<file path="config.mk">
export PLATFORM = sky130hd
export DESIGN_NAME = dmux8way16_buf_flat
export DESIGN_NICKNAME = d
export VERILOG_FILES = /design/src/rtl/dmux8way16_buf_if.sv /design/src/rtl/dmux8way16_buf.sv /design/src/flat_wrapper.sv
export SDC_FILE = /design/constraint.sdc
export NUM_CORES = 1
export LEC_CHECK = 0
export CORE_ASPECT_RATIO = 0.7
export CORE_MARGIN = 8
export CORE_UTILIZATION = 47
export DETAILED_ROUTE_END_ITERATION = 8
export GPL_ROUTABILITY_DRIVEN = 0
export PLACE_DENSITY_LB_ADDON = 0.3
export SYNTH_ARGS = -nofsm -noshare
export SYNTH_HDL_FRONTEND = slang
export SYNTH_SLANG_ARGS = --single-unit
</file>
<file path="constraint.sdc">
create_clock -name clk -period 7.02 [get_ports clk]
set_input_delay 2.106 -clock clk [delete_from_list [all_inputs] [get_ports clk]]
set_output_delay 2.106 -clock clk [all_outputs]
set_load 0.01 [all_outputs]
</file>
<file path="src/rtl/dmux8way16_buf_if.sv">
// Bus bundle for dmux8way16_buf: producer handshake, destination select,
// the eight registered channels, their valid/ack pairs and the accept counter.
interface dmux8way16_buf_if #(
  parameter int WIDTH = 16
);
  logic [WIDTH-1:0] in;
  logic             in_valid;
  logic             in_ready;
  logic [2:0]       sel;
  logic             auto;
  logic [2:0]       ptr;
  logic [WIDTH-1:0] a, b, c, d, e, f, g, h;
  logic [7:0]       valid;
  logic [7:0]       ack;
  logic [15:0]      count;

  modport master (
    output in, in_valid, sel, auto, ack,
    input  in_ready, ptr, a, b, c, d, e, f, g, h, valid, count
  );

  modport slave (
    input  in, in_valid, sel, auto, ack,
    output in_ready, ptr, a, b, c, d, e, f, g, h, valid, count
  );
endinterface

</file>
<file path="src/rtl/dmux8way16_buf.sv">
// Registered 1-to-8 demultiplexer: each accepted word lands in one of eight
// channel registers chosen by sel or by a rotating auto pointer.
module dmux8way16_buf #(
   parameter int WIDTH = 16
) (
   input  logic          clk,
   input  logic          reset,
   dmux8way16_buf_if.slave bus
);

   logic [WIDTH-1:0] data_q [8];
   logic [7:0]       valid_q;
   logic [7:0]       valid_nxt;
   logic [2:0]       ptr_q;
   logic [15:0]      count_q;
   logic [2:0]       dst;
   logic             ready;
   logic             accept;

   // A channel may take a new word if it is empty or being drained this cycle.
   // NOTE: every always_comb output gets a default first so no latch is inferred.
   always_comb begin
      dst       = bus.auto ? ptr_q : bus.sel;
      ready     = ~valid_q[dst] | bus.ack[dst];
      accept    = bus.in_valid & ready;
      valid_nxt = valid_q & ~bus.ack;
      if (accept) valid_nxt[dst] = 1'b1;
   end

   // NOTE: the channel array is reset because its contents drive outputs that must read 0 in reset.
   always_ff @(posedge clk or posedge reset) begin
      if (reset) begin
         for (int k = 0; k < 8; k++) data_q[k] <= '0;
         valid_q <= 8'h00;
         ptr_q   <= 3'd0;
         count_q <= 16'd0;
      end else begin
         valid_q <= valid_nxt;
         if (accept) begin
            data_q[dst] <= bus.in;
            count_q     <= count_q + 16'd1;
            if (bus.auto) ptr_q <= ptr_q + 3'd1;
         end
      end
   end

   assign bus.in_ready = ready;
   assign bus.ptr      = ptr_q;
   assign bus.valid    = valid_q;
   assign bus.count    = count_q;
   assign bus.a        = data_q[0];
   assign bus.b        = data_q[1];
   assign bus.c        = data_q[2];
   assign bus.d        = data_q[3];
   assign bus.e        = data_q[4];
   assign bus.f        = data_q[5];
   assign bus.g        = data_q[6];
   assign bus.h        = data_q[7];

endmodule

</file>
<file path="src/flat_wrapper.sv">
// flat-port wrapper written by rule: the top's interface ports become plain ports
module dmux8way16_buf_flat 
#(
   parameter int WIDTH = 16
)
  (clk, reset, bus_in, bus_in_valid, bus_sel, bus_auto, bus_ack, bus_in_ready, bus_ptr, bus_a, bus_b, bus_c, bus_d, bus_e, bus_f, bus_g, bus_h, bus_valid, bus_count);
  dmux8way16_buf_if #(.WIDTH(WIDTH)) bus_i ();
  input  logic clk;
  input  logic reset;
  input wire logic [$bits(bus_i.in)-1:0] bus_in;
  input wire logic [$bits(bus_i.in_valid)-1:0] bus_in_valid;
  input wire logic [$bits(bus_i.sel)-1:0] bus_sel;
  input wire logic [$bits(bus_i.auto)-1:0] bus_auto;
  input wire logic [$bits(bus_i.ack)-1:0] bus_ack;
  output wire logic [$bits(bus_i.in_ready)-1:0] bus_in_ready;
  output wire logic [$bits(bus_i.ptr)-1:0] bus_ptr;
  output wire logic [$bits(bus_i.a)-1:0] bus_a;
  output wire logic [$bits(bus_i.b)-1:0] bus_b;
  output wire logic [$bits(bus_i.c)-1:0] bus_c;
  output wire logic [$bits(bus_i.d)-1:0] bus_d;
  output wire logic [$bits(bus_i.e)-1:0] bus_e;
  output wire logic [$bits(bus_i.f)-1:0] bus_f;
  output wire logic [$bits(bus_i.g)-1:0] bus_g;
  output wire logic [$bits(bus_i.h)-1:0] bus_h;
  output wire logic [$bits(bus_i.valid)-1:0] bus_valid;
  output wire logic [$bits(bus_i.count)-1:0] bus_count;
  assign bus_i.in = bus_in;
  assign bus_i.in_valid = bus_in_valid;
  assign bus_i.sel = bus_sel;
  assign bus_i.auto = bus_auto;
  assign bus_i.ack = bus_ack;
  assign bus_in_ready = bus_i.in_ready;
  assign bus_ptr = bus_i.ptr;
  assign bus_a = bus_i.a;
  assign bus_b = bus_i.b;
  assign bus_c = bus_i.c;
  assign bus_d = bus_i.d;
  assign bus_e = bus_i.e;
  assign bus_f = bus_i.f;
  assign bus_g = bus_i.g;
  assign bus_h = bus_i.h;
  assign bus_valid = bus_i.valid;
  assign bus_count = bus_i.count;
  dmux8way16_buf #(.WIDTH(WIDTH)) u_core (.clk(clk), .reset(reset), .bus(bus_i));
endmodule
</file>
After elaboration in Yosys (flattened, before gate mapping) --
Index checks and enable logic that the tools add are counted.
Operators by class: $add $sub $neg 2, shifts and indexed selects 0, div/mod/pow operators 0, reductions and logical operators 3, eq/ne operators 0, $mul 0, mux-type cells 11, bitwise operators 7, order comparisons 4
Operators by type and width (number):
- 128-bit bitwise mux | 1
- 16-bit demux with 3-bit select | 1
- 16-bit by 1-bit adder with 16-bit output, second input constant | 1
- 16-bit two-way mux | 1
- 8-bit bitwise AND | 1
- 8-bit two-way mux | 1
- 8-bit NOT | 1
- 8-bit bitwise OR | 1
- 1-bit binary-select mux with 3-bit select | 2
- 4-bit greater-or-equal comparator, second input constant | 1
- 3-bit by 4-bit < comparator with 1-bit output, second input constant | 1
- 4-bit by 1-bit < comparator with 1-bit output, second input constant | 1
- 3-bit NOT with 4-bit output | 1
- 3-bit by 1-bit adder with 3-bit output, second input constant | 1
- 1-bit demux with 3-bit select | 1
- 3-bit by 1-bit greater-or-equal comparator with 1-bit output, second input constant | 1
- 1-bit two-way mux | 3
- 3-bit two-way mux | 1
- 1-bit logical AND | 2
- 2-bit AND reduction | 1
- 1-bit bitwise AND | 1
- 1-bit NOT | 1
- 1-bit bitwise OR | 1
Word-level totals: bits in registers 155, logic and storage cells 38, bits of input ports 31, latch bits 0, bits in writable memories 0, memory bits (read-only) 0, output and inout bits 156, memories kept 0

Logic depth before layout (Yosys ltp) --
Gate-level depths: netlist of the first run.
depth after elaboration 7, gate-level depth with buffers 9, depth with buffers taken out 7

Least setup slack after synthesis of the first run --
OpenSTA, ideal clock, no wires.
path kind in2out, start point input port bus_auto, end point output port bus_in_ready, setup slack 1.239 ns, arrival time 3.675 ns, required time 4.914 ns, path buffers 2, cell stages on the path 7, cells stage by stage buf_6 mux2i_4 mux2i_1 o22a_1 a211oi_4 buf_6 inv_1
Between the ends: word-level cells in the longest chain between the ends 5, elaborated cells between the ends (all ways) 7, classes of those cells 5 x mux; 2 x bitwise
RTL lines:
- start, declared | RTL line flat_wrapper.sv:13 | input wire logic [$bits(bus_i.auto)-1:0] bus_auto;
- 3-bit two-way mux (*) | RTL line dmux8way16_buf.sv:23 | dst = bus.auto ? ptr_q : bus.sel;
- 1-bit binary-select mux with 3-bit select | RTL line dmux8way16_buf.sv:24 | ready = ~valid_q[dst] | bus.ack[dst];
- 1-bit two-way mux (not written as such) | RTL line dmux8way16_buf.sv:24
- 1-bit NOT | RTL line dmux8way16_buf.sv:24
- 1-bit bitwise OR (*) | RTL line dmux8way16_buf.sv:24
- end, declared | RTL line flat_wrapper.sv:15 | output wire logic [$bits(bus_i.in_ready)-1:0] bus_in_ready;
Mark *: on every way between the ends. The rest lies on a longest branch, timed or not. The select of a mux whose other input is x is not followed.

Final worst setup path of the first run --
Same ends and word-level chain as after synthesis.

==> impl_metrics.toml, run 1 <==
[worst_setup_path]
crit_required_ns = 4.91
critPathArrivalTime_ns = 4.64
crit_fanout = 10
cpPeakStageDelay_ns = 0.70
critPathKind = "input pin to output pin"
cpMostUsedCell = "clkdlybuf4s50_1"
cpLargestDelayFamily = "buffers and inverters"
cp-end-kind = "output pin"
cp-start-kind = "input pin"
path_cells = "clkdlybuf4s50_1 -> mux2i_4 -> mux2i_1 -> o22ai_1 -> a211oi_4 -> inv_1 -> clkdlybuf4s50_1"
crit_path_top_delay_cell = "clkdlybuf4s50_1"
path_buf_inv = 3

[layout]
mostFrequentLayoutCell = "clkdlybuf4s50_1"
final_nets = 634
layout_common_cells = "clkdlybuf4s50_1 (186), dfrtp_1 (155), mux2_2 (103)"
layout-drive-gt1-share = 0.294
insertedDiodeCount = 0
synthToLayoutAreaGrowth_pct = 41.9

[detailed_routing]
num_vias = 4062
wl_per_cell_um = 21.6
dr.pass1.iters = 4
ant_nets = 0
routed_wl_um = 16800
via_per_inst = 5.21
drc = 0
drt_iter0_drc = 180

[grt]
grt_max_degree = 102
grt_pass1_vias = 4476
grt_antenna_before_repair = 0
grt_pass1_wl_um = 26400
grt.overflow.total = 0
track_usage = 0.195

[floorplanning]
die_y_um = 113
dieArea_um2 = 17400
fp-row-count = 35
coreArea_um2 = 13100
die_x_um = 154
start_util = 0.480
io_pins = 187

[yosys]
yosysWarnings = 0
ys_ff_latch = 155
syn_nets = 433
yosysSeqAreaShare = 0.615
avgSynthCellArea_um2 = 15.8
synth_area_um2 = 6300
synth-main-ff-cell = "dfrtp_1"
synth_edf_count = 0
async_flop_share = 1.00
synth.distinct_cells = 33
netlist_instances = 400

[outcome]
status = "completed"

[clocking]
cts_root_buf = "clkbuf_16"
hold_buffers = 0
numCtsBuffers = 17
clk_pin_slew_ns = 0.06
cts_setup_buffers = 0
ctsResizeCount = 0
htreeDepth = 4
clk_latency_ns = 0.41
cts_tree = "built"
cts_buffer_depth = 2
cts.sinks = 155

[timing]
worst_pin_slew_ns = 1.14
hold_viol_final = 0
setup_viol = 0
slew_headroom = 0.237
rsz0062_at_grt = "no"
fmax_mhz = 148
tns_ns = 0
clock_skew_ns = 0.0151
finalCritPeriodShare = 0.961
hold_slack_ns = 0.464
maxSlewViolCount = 0
min_period_ns = 6.75

[placement]
post-dp-hpwl_um = 11800
port_buffers = 186

[pwr]
p_per_area_nw_per_um2 = 475
leakagePower_nw = 3.91
ir_drop_v = 0.000255
p_total_mw = 4.25

[run]
maxCapViolCount = 0

[hold_path]
hp-class = "register to register"
## through the flow
step / std cells / util / worst slack, ns / instance area, µm²
final: 779 / 0.681 / 0.271 / 8940
after CTS: 779 / 0.681 / 0.290 / 8940
after global placement: 748 / 0.638 / 0.386 / 8380
after floorplan: 400 / - / 0.736 / 6300
after detailed placement: 748 / 0.638 / 0.303 / 8380
after global routing: 779 / 0.681 / 0.179 / 8940
## synthesized netlist by cell type (2+ instances only)
master   count  area (µm²)
nor2_1       4        15.0
and3_1       3        18.8
nor3_4       3        48.8
nand2_1      8        30.0
nor3_1       6        30.0
buf_6        5        56.3
a32oi_1      2        17.5
mux2_2     103        1160
mux2_4      27         405
ha_1         2        25.0
mux2i_1      8        80.1
xor2_1      15         131
a21o_1       8        60.1
nor3_2       5        50.1
buf_2        7        35.0
nor3b_1      5        37.5
dfrtp_1    155        3880
nand3_1      4        20.0
nand4_1      2        12.5
inv_1       12        45.0
o22a_1       2        17.5
xnor2_1      2        17.5
o22ai_1      2        12.5
## path summary, 6_finish.rpt
path,slack [ns],startpoint,to,cells past startpoint
max,0.27,bus_auto,bus_in_ready,7
min,0.46,u_core.bus.count[15],u_core.bus.count[15],1
max reg2reg,3.77,u_core.bus.ptr[0],u_core.bus.c[12],8
min reg2reg,0.46,u_core.bus.count[15],u_core.bus.count[15],1
max in group asynchronous,3.51,reset,u_core.bus.valid[6],3
min in group asynchronous,2.23,reset,u_core.bus.e[6],2
## cells by family (layout without fill, tap and decap cells)
logic type                 count (synthesis)  after routing  share of synthesized area
xor gates and xnor gates                  17             17                     0.0236
muxes                                    139            139                      0.265
DFF                                      155            155                      0.615
buffers and inverters                     25            238                     0.0222
adders and majority gates                  2              2                    0.00397
and+or+nand+nor                           45             45                     0.0474
AOI/OAI and AO/OA                         17             17                     0.0228
## layer usage
layer	global-route usage	up-vias	wire length [µm]
met5	0	-	0
met4	0.0520	0	119
met2	0.306	124	7980
met3	0.0857	10	1570
li1	-	1828	-
met1	0.243	2100	7150
## power breakdown
part | switching (mW) | internal, mW | total, mW
logic | 0.685 | 1.12 | 1.80
registers | 0.265 | 1.30 | 1.57
clock network | 0.385 | 0.495 | 0.881
## final cells by class
class                   count  area, µm²
clock inverters            13        133
repair buffers            195       1930
flip-flops and latches    155       3880
fillers                   933       4190
multi-input cells         220       2320
well taps                 166        208
inverters                  12       50.0
clock buffers              18        429
## registers in the layout (all words and copies together) (netlist names)
register / flops
u_core.bus.c: 16
u_core.bus.f: 16
u_core.bus.g: 16
u_core.bus.d: 16
u_core.bus.a: 16
u_core.bus.count: 16
u_core.bus.h: 16
u_core.bus.valid: 8
u_core.bus.ptr: 3
u_core.bus.b: 16
u_core.bus.e: 16
No activity file was read; power rests on OpenSTA's default activity.
==> run 2: changes to the inputs <==
--- a/config.mk
+++ b/config.mk
@@ -7,7 +7,8 @@
 export LEC_CHECK = 0
 export CORE_ASPECT_RATIO = 0.7
 export CORE_MARGIN = 8
-export CORE_UTILIZATION = 47
+export CORE_UTILIZATION = 49
+export CTS_BUF_LIST = sky130_fd_sc_hd__clkbuf_8
 export DETAILED_ROUTE_END_ITERATION = 8
 export GPL_ROUTABILITY_DRIVEN = 0
 export PLACE_DENSITY_LB_ADDON = 0.3
==> run 2 against run 1 <==
Clock skew is 0.0057 ns higher. Largest cell class unchanged. Final cell count decreased by 0.51%. Design area fell by 1.6%. Global-route usage is 0.53 points higher. Routed wire length shrank 1.9%. Worst setup slack better by 0.024 ns. Highest routed layer unchanged. Sequential power about the same. Critical path type unchanged.
==> impl_metrics.toml, run 2 (same netlist as run 1, synthesis figures left out) <==
[detailed_routing]
ant_nets = 0
num_vias = 4038
drt_iter0_drc = 167
via_per_inst = 5.21
wl_per_cell_um = 21.3
drc = 0
routed_wl_um = 16500
dr.pass1.iters = 4

[floorplanning]
io_pins = 187
start_util = 0.504
dieArea_um2 = 16800
fp-row-count = 34
die_x_um = 152
coreArea_um2 = 12500
die_y_um = 111

[clocking]
numCtsBuffers = 17
cts_buffer_depth = 2
cts_tree = "built"
clk_latency_ns = 0.44
cts.sinks = 155
cts_root_buf = "clkbuf_8"
hold_buffers = 0
ctsResizeCount = 0
clk_pin_slew_ns = 0.08
cts_setup_buffers = 0
htreeDepth = 4

[layout]
layout-drive-gt1-share = 0.294
layout_common_cells = "clkdlybuf4s50_1 (186), dfrtp_1 (155), mux2_2 (103)"
fill_cells = 876
insertedDiodeCount = 0
synthToLayoutAreaGrowth_pct = 39.6
mostFrequentLayoutCell = "clkdlybuf4s50_1"
final_area_um2 = 8800
final_cells = 775
final_nets = 634

[pwr]
p_total_mw = 4.08
p_per_area_nw_per_um2 = 463
ir_drop_v = 0.000275
leakagePower_nw = 3.86

[worst_setup_path]
crit_required_ns = 4.91
critPathArrivalTime_ns = 4.62
endpoint = "bus_in_ready"
r2r-end = "u_core.bus.d[9]"
cp-end-kind = "output pin"
r2r-start = "u_core.bus.ptr[0]"
cp-start-kind = "input pin"
critPathKind = "input pin to output pin"
crit_fanout = 10
worstSetupStartpoint = "bus_auto"
rrSetupSlack_ns = 3.61
reg2regPathDepth = 8

[grt]
grt.overflow.total = 0
grt_pass1_vias = 4367
grt_pass1_wl_um = 25700
grt_max_degree = 120
track_usage = 0.201
grt_antenna_before_repair = 0

[timing]
fmax_mhz = 149
hold_viol_final = 0
tns_ns = 0
layout_setup_ws_ns = 0.294
worst_pin_slew_ns = 1.13
min_period_ns = 6.73
slew_headroom = 0.241
setup_viol = 0
clock_skew_ns = 0.0209
finalCritPeriodShare = 0.958
maxSlewViolCount = 0
rsz0062_at_grt = "no"

[placement]
port_buffers = 186
place_inst = 744
post-dp-hpwl_um = 11500
place_area_um2 = 8380
place_ws_ns = 0.299

[hold_path]
hp-class = "register to register"

[run]
maxCapViolCount = 0

[outcome]
status = "completed"
-- run 2: changes by cell type in the layout (fill, tap and decap cells not counted) --
cell / previous run / this run
clkinvlp_4: 4 / 3
clkbuf_1: 1 / 0
inv_6: 6 / 4
inv_1: 11 / 12
clkbuf_16: 17 / 0
clkbuf_8: 0 / 19
clkinv_4: 2 / 1
bufinv_16: 1 / 3
-- run 2: metal layers --
| layer | up-vias | wire, µm | GRT usage |
|---|---|---|---|
| met5 | - | 0 | 0 |
| li1 | 1822 | - | - |
| met4 | 0 | 32 | 0.0410 |
| met1 | 2098 | 6920 | 0.251 |
| met2 | 116 | 7960 | 0.314 |
| met3 | 2 | 1590 | 0.0905 |
-- run 2: worst min-delay path by stage --
stage	startpoint	endpoint	cells after the start
after detailed placement	u_core.bus.count[15]	u_core.bus.count[15]	1
final	u_core.bus.count[15]	u_core.bus.count[15]	1
after global routing	u_core.bus.count[15]	u_core.bus.count[15]	1
after floorplan	u_core.bus.count[15]	u_core.bus.count[15]	1
after global placement	u_core.bus.count[15]	u_core.bus.count[15]	1
after CTS	u_core.bus.count[15]	u_core.bus.count[15]	1
-- run 2: cell type report --
class,instances,area [µm²],area share
Inverter,12,50.0,0.00569
Multi-Input combinational cell,220,2320,0.263
Sequential cell,155,3880,0.441
Clock buffer,19,262,0.0297
Timing Repair Buffer,195,1930,0.219
Clock inverter,12,163,0.0185
Tap cell,162,203,0.0230
-- run 2: per-stage QoR --
step           hold slack [ns]  utilization
2_1_floorplan            0.504            -
6_report                 0.478        0.704
3_3_place_gp             0.456        0.670
4_1_cts                  0.481        0.704
5_1_grt                  0.495        0.704
3_5_place_dp             0.465        0.670
-- run 2: worst max-delay path: stages --
cell,delay (ns)
clkdlybuf4s50_1,0.69
mux2i_4,0.53
mux2i_1,0.18
o22a_1,0.26
a211oi_4,0.23
inv_1,0.11
clkdlybuf4s50_1,0.50
-- run 2: power breakdown --
group	leakage, nW	total (mW)	internal (mW)	switching (mW)
Combinational	1.76	1.80	1.11	0.688
Sequential	1.89	1.56	1.30	0.260
Clock	0.209	0.712	0.374	0.338
